**src/rtl/cache_memory_transfer_engine.sv**
```systemverilog
// Cache-to-memory transfer engine.
// Takes one block fetch or one dirty-block writeback from the cache controller.
// The block moves over a valid/ready memory bus as MEM_BUS_WIDTH-bit beats.
// Beat 0 carries the least significant slice of the block.
// Fetched beats are reassembled and presented as a whole block with a done pulse.
//
// state        | meaning
// -------------+---------------------------------------------------------
// S_IDLE       | waiting for a request, reqReady high
// S_WB_CMD     | write command offered, waiting for memCmdReady
// S_WB_DATA    | streaming writeback beats, cnt selects the slice
// S_FETCH_CMD  | read command offered, waiting for memCmdReady
// S_FETCH_DATA | collecting read beats into the assembly register
module cache_memory_transfer_engine #(
    parameter int BLOCK_SIZE    = 32,
    parameter int ADDRESS_WIDTH = 32,
    parameter int MEM_BUS_WIDTH = 64
) (
    input  logic                       clk,
    input  logic                       rst_n,
    input  logic                       fetchReq,
    input  logic [ADDRESS_WIDTH-1:0]   fetchAddress,
    input  logic                       writeBackReq,
    input  logic [ADDRESS_WIDTH-1:0]   writeBackAddress,
    input  logic [8*BLOCK_SIZE-1:0]    writeBackData,
    output logic                       reqReady,
    output logic [8*BLOCK_SIZE-1:0]    fetchedData,
    output logic                       fetchDone,
    output logic                       writeBackDone,
    output logic                       memCmdValid,
    input  logic                       memCmdReady,
    output logic                       memCmdWrite,
    output logic [ADDRESS_WIDTH-1:0]   memCmdAddress,
    output logic                       memWdataValid,
    input  logic                       memWdataReady,
    output logic [MEM_BUS_WIDTH-1:0]   memWdata,
    output logic                       memWdataLast,
    input  logic                       memRdataValid,
    output logic                       memRdataReady,
    input  logic [MEM_BUS_WIDTH-1:0]   memRdata,
    input  logic                       memRdataLast,
    output logic                       protocolError
);

    localparam int BLOCK_BITS = 8 * BLOCK_SIZE;
    localparam int BEATS      = BLOCK_BITS / MEM_BUS_WIDTH;
    localparam int CNT_W      = (BEATS > 1) ? $clog2(BEATS) : 1;

    localparam logic [CNT_W-1:0]         LAST_CNT    = CNT_W'(BEATS - 1);
    localparam logic [ADDRESS_WIDTH-1:0] OFFSET_MASK = ADDRESS_WIDTH'(BLOCK_SIZE - 1);

    typedef enum logic [2:0] {
        S_IDLE,
        S_WB_CMD,
        S_WB_DATA,
        S_FETCH_CMD,
        S_FETCH_DATA
    } state_t;

    state_t state;
    state_t state_next;

    logic [CNT_W-1:0]                          cnt;
    logic                                      awake;
    logic [ADDRESS_WIDTH-1:0]                  addr_q;
    logic [BEATS-1:0][MEM_BUS_WIDTH-1:0]       wb_q;
    logic [BEATS-1:0][MEM_BUS_WIDTH-1:0]       asm_q;
    logic [BEATS-1:0][MEM_BUS_WIDTH-1:0]       asm_next;
    logic [BLOCK_BITS-1:0]                     fetched_q;
    logic                                      wb_done_q;
    logic                                      fetch_done_q;
    logic                                      proto_err_q;

    logic accept_wb;
    logic accept_fetch;
    logic cmd_fire;
    logic wbeat_fire;
    logic rbeat_fire;
    logic cnt_last;
    logic req_ready;
    logic cmd_valid;
    logic cmd_write;
    logic wdata_valid;
    logic rdata_ready;

    assign cnt_last = (cnt == LAST_CNT);

    // State register; reset aborts any transfer in flight.
    always_ff @(posedge clk or negedge rst_n) begin
        if (!rst_n) begin
            state <= S_IDLE;
        end else begin
            state <= state_next;
        end
    end

    // Next-state decode, handshake strobes and bus control outputs.
    always_comb begin
        state_next   = state;
        req_ready    = 1'b0;
        cmd_valid    = 1'b0;
        cmd_write    = 1'b0;
        wdata_valid  = 1'b0;
        rdata_ready  = 1'b0;
        accept_wb    = 1'b0;
        accept_fetch = 1'b0;
        cmd_fire     = 1'b0;
        wbeat_fire   = 1'b0;
        rbeat_fire   = 1'b0;
        case (state)
            S_IDLE: begin
                // awake keeps reqReady low at the instant reset is released
                req_ready = awake;
                if (awake && writeBackReq) begin
                    // writeback wins; a concurrent fetch stays pending
                    accept_wb  = 1'b1;
                    state_next = S_WB_CMD;
                end else if (awake && fetchReq) begin
                    accept_fetch = 1'b1;
                    state_next   = S_FETCH_CMD;
                end
            end
            S_WB_CMD: begin
                cmd_valid = 1'b1;
                cmd_write = 1'b1;
                if (memCmdReady) begin
                    cmd_fire   = 1'b1;
                    state_next = S_WB_DATA;
                end
            end
            S_WB_DATA: begin
                wdata_valid = 1'b1;
                if (memWdataReady) begin
                    wbeat_fire = 1'b1;
                    if (cnt_last) begin
                        state_next = S_IDLE;
                    end
                end
            end
            S_FETCH_CMD: begin
                cmd_valid = 1'b1;
                if (memCmdReady) begin
                    cmd_fire   = 1'b1;
                    state_next = S_FETCH_DATA;
                end
            end
            S_FETCH_DATA: begin
                rdata_ready = 1'b1;
                if (memRdataValid) begin
                    rbeat_fire = 1'b1;
                    // completion follows the beat count, not memRdataLast
                    if (cnt_last) begin
                        state_next = S_IDLE;
                    end
                end
            end
            default: begin
                state_next = S_IDLE;
            end
        endcase
    end

    // Assembly register with the current read beat merged into slice cnt.
    always_comb begin
        asm_next      = asm_q;
        asm_next[cnt] = memRdata;
    end

    // Datapath: captured request, beat counter, assembly and completion flags.
    always_ff @(posedge clk or negedge rst_n) begin
        if (!rst_n) begin
            awake        <= 1'b0;
            cnt          <= '0;
            addr_q       <= '0;
            wb_q         <= '0;
            asm_q        <= '0;
            fetched_q    <= '0;
            wb_done_q    <= 1'b0;
            fetch_done_q <= 1'b0;
            proto_err_q  <= 1'b0;
        end else begin
            awake        <= 1'b1;
            wb_done_q    <= wbeat_fire && cnt_last;
            fetch_done_q <= rbeat_fire && cnt_last;

            if (accept_wb) begin
                addr_q <= writeBackAddress & ~OFFSET_MASK;
                wb_q   <= writeBackData;
            end else if (accept_fetch) begin
                addr_q <= fetchAddress & ~OFFSET_MASK;
            end

            // counter parks at zero after the last beat instead of wrapping
            if (cmd_fire) begin
                cnt <= '0;
            end else if (wbeat_fire || rbeat_fire) begin
                if (cnt_last) begin
                    cnt <= '0;
                end else begin
                    cnt <= cnt + 1'b1;
                end
            end

            if (rbeat_fire) begin
                asm_q <= asm_next;
                if (cnt_last) begin
                    fetched_q <= asm_next;
                end
                if (memRdataLast != cnt_last) begin
                    proto_err_q <= 1'b1;
                end
            end
        end
    end

    assign reqReady      = req_ready;
    assign memCmdValid   = cmd_valid;
    assign memCmdWrite   = cmd_write;
    assign memCmdAddress = addr_q;
    assign memWdataValid = wdata_valid;
    assign memWdata      = wdata_valid ? wb_q[cnt] : '0;
    assign memWdataLast  = wdata_valid && cnt_last;
    assign memRdataReady = rdata_ready;
    assign fetchedData   = fetched_q;
    assign fetchDone     = fetch_done_q;
    assign writeBackDone = wb_done_q;
    assign protocolError = proto_err_q;

endmodule

```
**config.mk**
```make
export PLATFORM = sky130hd
export DESIGN_NAME = cache_memory_transfer_engine
export DESIGN_NICKNAME = d
export VERILOG_FILES = /design/src/rtl/cache_memory_transfer_engine.sv
export SDC_FILE = /design/constraint.sdc
export NUM_CORES = 1
export LEC_CHECK = 0
export CORE_AREA = 2 2 291 293
export CTS_CLUSTER_DIAMETER = 120
export DETAILED_ROUTE_END_ITERATION = 7
export DIE_AREA = 0 0 293 295
export PLACE_DENSITY = 0.62
export SLEW_MARGIN = 20
export SYNTH_ARGS = -nofsm -noshare
export SYNTH_HDL_FRONTEND = slang
export SYNTH_SLANG_ARGS = --single-unit
```
**constraint.sdc**
```tcl
create_clock -name clk -period 2.9 [get_ports clk]
set_clock_uncertainty 0.05 [all_clocks]
set_input_delay 0.58 -clock clk [delete_from_list [all_inputs] [get_ports clk]]
set_output_delay 0.58 -clock clk [all_outputs]
set_load 0.02 [all_outputs]
```
Yosys cells after proc, flatten, opt, wreduce, memory -nomap -nowiden

Index checks and enable logic that the tools add are counted.

Register bits after elaboration: 809
Latch bits: 0
RAM bits: 0
Bits in read-only memories: 0
Logic and storage cells: 79
Memories: 0

Add/subtract/negate cells: 1
Multipliers: 0
Div/mod/pow operators: 0
$lt $le $gt $ge: 2
Equal/unequal tests: 11
Shifts and indexed selects: 0
Mux-type cells: 35
Bitwise logic cells: 0
Reduce and logical (&&, ||, !) cells: 14

Operator list:

| kind                                                       | number |
|---|---|
| bitwise mux 256 bit                                        | 1 |
| 2-to-1 mux 64 bit                                          | 3 |
| binary-select mux 64 bit (select 2 bit)                    | 1 |
| demux 64 bit (select 2 bit)                                | 1 |
| 2-to-1 mux 32 bit                                          | 2 |
| 2-to-1 mux 3 bit                                           | 7 |
| 2-to-1 mux 1 bit                                           | 16 |
| case mux 3 bit (5 select lines)                            | 1 |
| inequality test 2 bit, second input constant               | 4 |
| == test 3 x 2 -> 1 bit, second input constant              | 2 |
| logical AND 1 bit                                          | 6 |
| 2-to-1 mux 2 bit                                           | 3 |
| AND reduction 5 bit                                        | 1 |
| AND reduction 2 bit                                        | 2 |
| nonzero test 2 bit                                         | 2 |
| == test 3 x 1 -> 1 bit, second input constant              | 1 |
| == test 3 bit, second input constant                       | 1 |
| logical NOT 3 bit                                          | 1 |
| less-than comparator 2 x 3 -> 1 bit, second input constant | 1 |
| inequality test 3 bit, second input constant               | 1 |
| adder 2 x 1 -> 2 bit, second input constant                | 1 |
| == test 2 bit, second input constant                       | 1 |
| >= comparator 2 x 1 -> 1 bit, second input constant        | 1 |
| OR reduction 2 bit                                         | 1 |
| 2 further kinds                                            | 2 |

Longest topological paths before layout

Gate-level depths: netlist (run 1).

Depth in word-level cells: 6
Mapped depth: 8
Depth with buffers taken out: 4

Least setup slack after synthesis (run 1)

Ideal clock, no wire load.

Path kind: register to output
Start: register cnt[0]
End: output memWdata[10]
Arrival: 1691 ps
Data required time: 2270 ps
Slack: 579 ps
Stages on the path, launching flop included: 5
Buffers on the path: 2
Path through: dfrtp_1 > buf_2 > buf_2 > mux4_2 > and2_1

Cells in the longest elaborated chain, start to end: 3

RTL lines:

| item                                    | line | text |
|---|---|---|
| start, declared                         | 63   | `logic [CNT_W-1:0] cnt;` |
| start signal, assigned                  | 200  | `cnt <= cnt + 1'b1;` |
| binary-select mux 64 bit (select 2 bit) | 221  | `assign memWdata = wdata_valid ? wb_q[cnt] : '0;` |
| 2-to-1 mux 64 bit (implied by the code) | 221  |  |
| 2-to-1 mux 64 bit                       | 221  |  |
| end, declared                           | 36   | `output logic [MEM_BUS_WIDTH-1:0] memWdata,` |

Every way passes these cells. The select of a mux whose other input is x is not followed.

Worst setup path in the final report (run 1)

Start: register cnt[0]
End: output memWdata[12]

The elaborated chain is that of the path after synthesis.

==> results of run 1 <==
==> synth_stat cells, drive strengths merged, types with 4 or more instances <==
cell type / number
mux2: 256
dfrtp: 740
clkbuf: 45
a31oi: 28
ha: 4
a21oi: 193
nor2b: 4
and2: 68
nand2: 829
mux2i: 192
nor2: 220
inv: 4
mux4: 64
buf: 145
==> per-stage QoR <==
stage	setup TNS, ns	instances	setup slack, ns
after floorplan	0	2817	0.579
after global placement	0	4541	0.119
after detailed placement	0	4541	0.128
after CTS	-1.88	4702	-0.0983
after global routing	-1.09	4706	-0.116
final	-0.0469	4709	-0.0347
==> worst max path at each step <==
| stage | end | slack, ns | depth (start not counted) |
|---|---|---|---|
| floorplan | memWdata[10] | 0.58 | 4 |
| global placement | memWdata[35] | 0.12 | 4 |
| detailed placement | memWdata[35] | 0.13 | 4 |
| CTS | memWdata[54] | -0.1 | 6 |
| global route | memWdata[12] | -0.12 | 6 |
| finish | memWdata[12] | -0.03 | 6 |
==> flip-flops by register name (all words and copies together), names as in the netlist <==
register,count
asm_q,192
awake,1
cnt,2
fetchDone,1
fetchedData,256
memCmdAddress,27
protocolError,1
state,3
wb_q,256
writeBackDone,1
==> repair_timing <==
action | CTS | global route
endpoints found under the hold margin | 36 | 0
resized for setup | 376 | 42
endpoints found under the setup margin | 69 | 64
buffers inserted | 11 | 0
cloned | 4 | 1
pin swaps | 1 | 14
hold buffers | 1 | 0
==> worst max-delay path: cells and delay by family (launching register included) <==
kind / cells / cell delay, ns
DFF: 1 / 0.49
and+or+nand+nor: 1 / 0.19
buffers and inverters: 4 / 0.57
muxes: 1 / 0.41
==> cell families (layout without fill, tap and decap cells) <==
group / Yosys count / after routing / synth area share (%)
simple gates: 1130 / 1130 / 13.9
flops: 740 / 740 / 56.8
mux: 512 / 512 / 21.2
compound gates: 230 / 230 / 3.71
buf+inv: 194 / 997 / 4.16
fa+ha+maj: 4 / 4 / 0.154
other cells: 2 / 15 / 0.0230
xor+xnor: 1 / 1 / 0.0269
==> layout make-up <==
class,count,area share [%]
diodes,9,0.0509
clock buffers,122,5.43
clock inverters,23,0.528
inverters,4,0.0339
multi-input cells,1883,29.2
flip-flops and latches,740,41.8
well taps,1080,3.05
repair buffers,848,19.9
==> power breakdown <==
part           total, mW  switching (mW)  internal (mW)
Clock               10.2            4.28           5.92
Combinational       19.3            9.48           9.83
Sequential          17.2            2.52           14.6
Total               46.7            16.3           30.4
==> layer usage <==
layer  up-vias  wire length (um)
met5         -                62
met4        10              2060
met3       126              6900
met2       702             44900
met1     11500             42200
li1      10900                 -
==> impl_metrics.py, run 1 <==
metrics = {
    "synth": {
        "synth_cell_types": 36,
        "synth_area_leaders": "dfrtp_1 (57%), nand2_1 (9.5%), mux2_4 (8.3%)",
        "synth-edff-count": 0,
        "synthFlopType": "dfrtp_1",
        "yosysTopAreaCell": "dfrtp_1",
        "synth_cells": 2813,
        "synth_area_um2": 32600,
        "synth_top_area_share_pct": 56.8,
        "synth-seq-area-share_pct": 56.8,
        "yosys_register_bits": 740,
        "yosys_warnings": 0,
        "async_flop_share_pct": 100,
        "avgSynthCellArea_um2": 11.6,
    },
    "final_layout": {
        "fillCellCount": 7274,
        "nNetsFinal": 3954,
        "multi_input_area_um2": 12900,
        "layout_commonest_cell": "nand2_1",
        "final_area_um2": 44300,
        "drive_gt1_share_pct": 18.7,
        "area_growth_pct": 35.8,
        "mostFrequentLayoutCells": "nand2_1 (825), dfrtp_1 (738), clkdlybuf4s50_1 (667)",
        "finish.utilization_pct": 53.2,
        "register_area_um2": 18500,
    },
    "die": {
        "start_util_pct": 39.2,
        "core_area_um2": 83200,
        "fp.dieW_um": 293,
        "io_pins": 753,
        "die_h_um": 295,
        "die-area_um2": 86400,
        "fp-row-count": 106,
    },
    "grt": {
        "globalRouteOverflowTotal": 0,
        "grt_pass1_wl_um": 145000,
        "use_met3_pct": 5.59,
        "gr-max-usage-layer": "met2",
        "grt_pass1_vias": 23400,
        "use_met1_pct": 30.0,
        "grt_max_degree": 102,
        "track_usage_pct": 21.8,
        "grt_use_met2_pct": 34.5,
        "antenna_found_initial": 15,
    },
    "worst_setup_path": {
        "r2r_start": "cnt[0]",
        "critPathLaunchType": "flop",
        "worstSetupEndpointType": "primary output",
        "ff2ff_setup_slack_ns": 0.25,
        "critPathMaxFanout": 8,
        "crit_required_ns": 2.27,
        "worst_r2r_endpoint": "fetchedData[26]",
        "cp_slowest_cell": "dfrtp_4",
        "crit_type": "flop to primary output",
        "worst_r2r_path_depth": 10,
        "cp-startpoint": "cnt[0]",
        "cp_common_cell": "buf_6",
        "max_stage_delay_ns": 0.49,
        "worstPathCellList": "buf_12, buf_16, buf_6, mux4_2, and2_4, buf_6",
        "cp.arrival_ns": 2.30,
    },
    "power": {
        "power_mw": 46.7,
        "peakVddDrop_mv": 0.619,
        "p_leak_nw": 21.4,
        "powerDensity_nw_per_um2": 1050,
    },
    "sta": {
        "whs_ns": 0.419,
        "fin_crit_sh_pct": 101,
        "relSlewSlack_pct": 48.2,
        "finalMaxSlewViolations": 0,
        "rsz0062_at_grt": "true",
        "finalCriticalPeriod_ns": 2.93,
        "setup_viol": 2,
        "final_hold_viol_count": 0,
        "finalWorstSetupSlack_ns": -0.0347,
        "worst_slew_pin_slew_ns": 0.774,
        "max_freq_mhz": 341,
    },
    "worst_hold_path": {
        "hold_path_depth": 1,
        "hold_path_end": "protocolError",
        "hp-class": "flop to flop",
        "worst_hold_startpoint": "protocolError",
    },
    "cts": {
        "clk_pin_slew_ns": 0.06,
        "cts_inserted_buffers": 81,
        "clockBufferDepth": 3,
        "cts-root-buf": "clkbuf_16",
        "cts_max_level": 3,
        "tritoncts": "built",
        "clk_latency_ns": 0.62,
        "clkSinkCount": 740,
    },
    "routing": {
        "final_antenna_net_count": 0,
        "drtPass1Iterations": 5,
        "remaining_drc_errors": 0,
        "vias_per_cell": 4.92,
        "routedWlPerCell_um": 20.4,
        "drt-total-wl_um": 96100,
        "num_vias": 23200,
        "drt_iter0_markers": 1382,
    },
    "placed_design": {
        "placed_area_um2": 41300,
        "gp_congestion": 0.870,
        "hpwl_um": 66200,
        "io_buffers": 737,
    },
    "run_status": {
        "status": "finished, violations left",
        "violations": "setup timing",
    },
    "flow_run": {
        "max_cap_violations": 0,
    },
}
Power figures use the tool's default switching activity.
==> run 2, diff against run 1 <==
--- a/config.mk
+++ b/config.mk
@@ -5,6 +5,7 @@
 export SDC_FILE = /design/constraint.sdc
 export NUM_CORES = 1
 export LEC_CHECK = 0
+export CAP_MARGIN = 25
 export CORE_AREA = 2 2 291 293
 export CTS_CLUSTER_DIAMETER = 120
 export DETAILED_ROUTE_END_ITERATION = 7
==> results of run 2 <==
Final layout, timing and power as in run 1 (identical DEF).
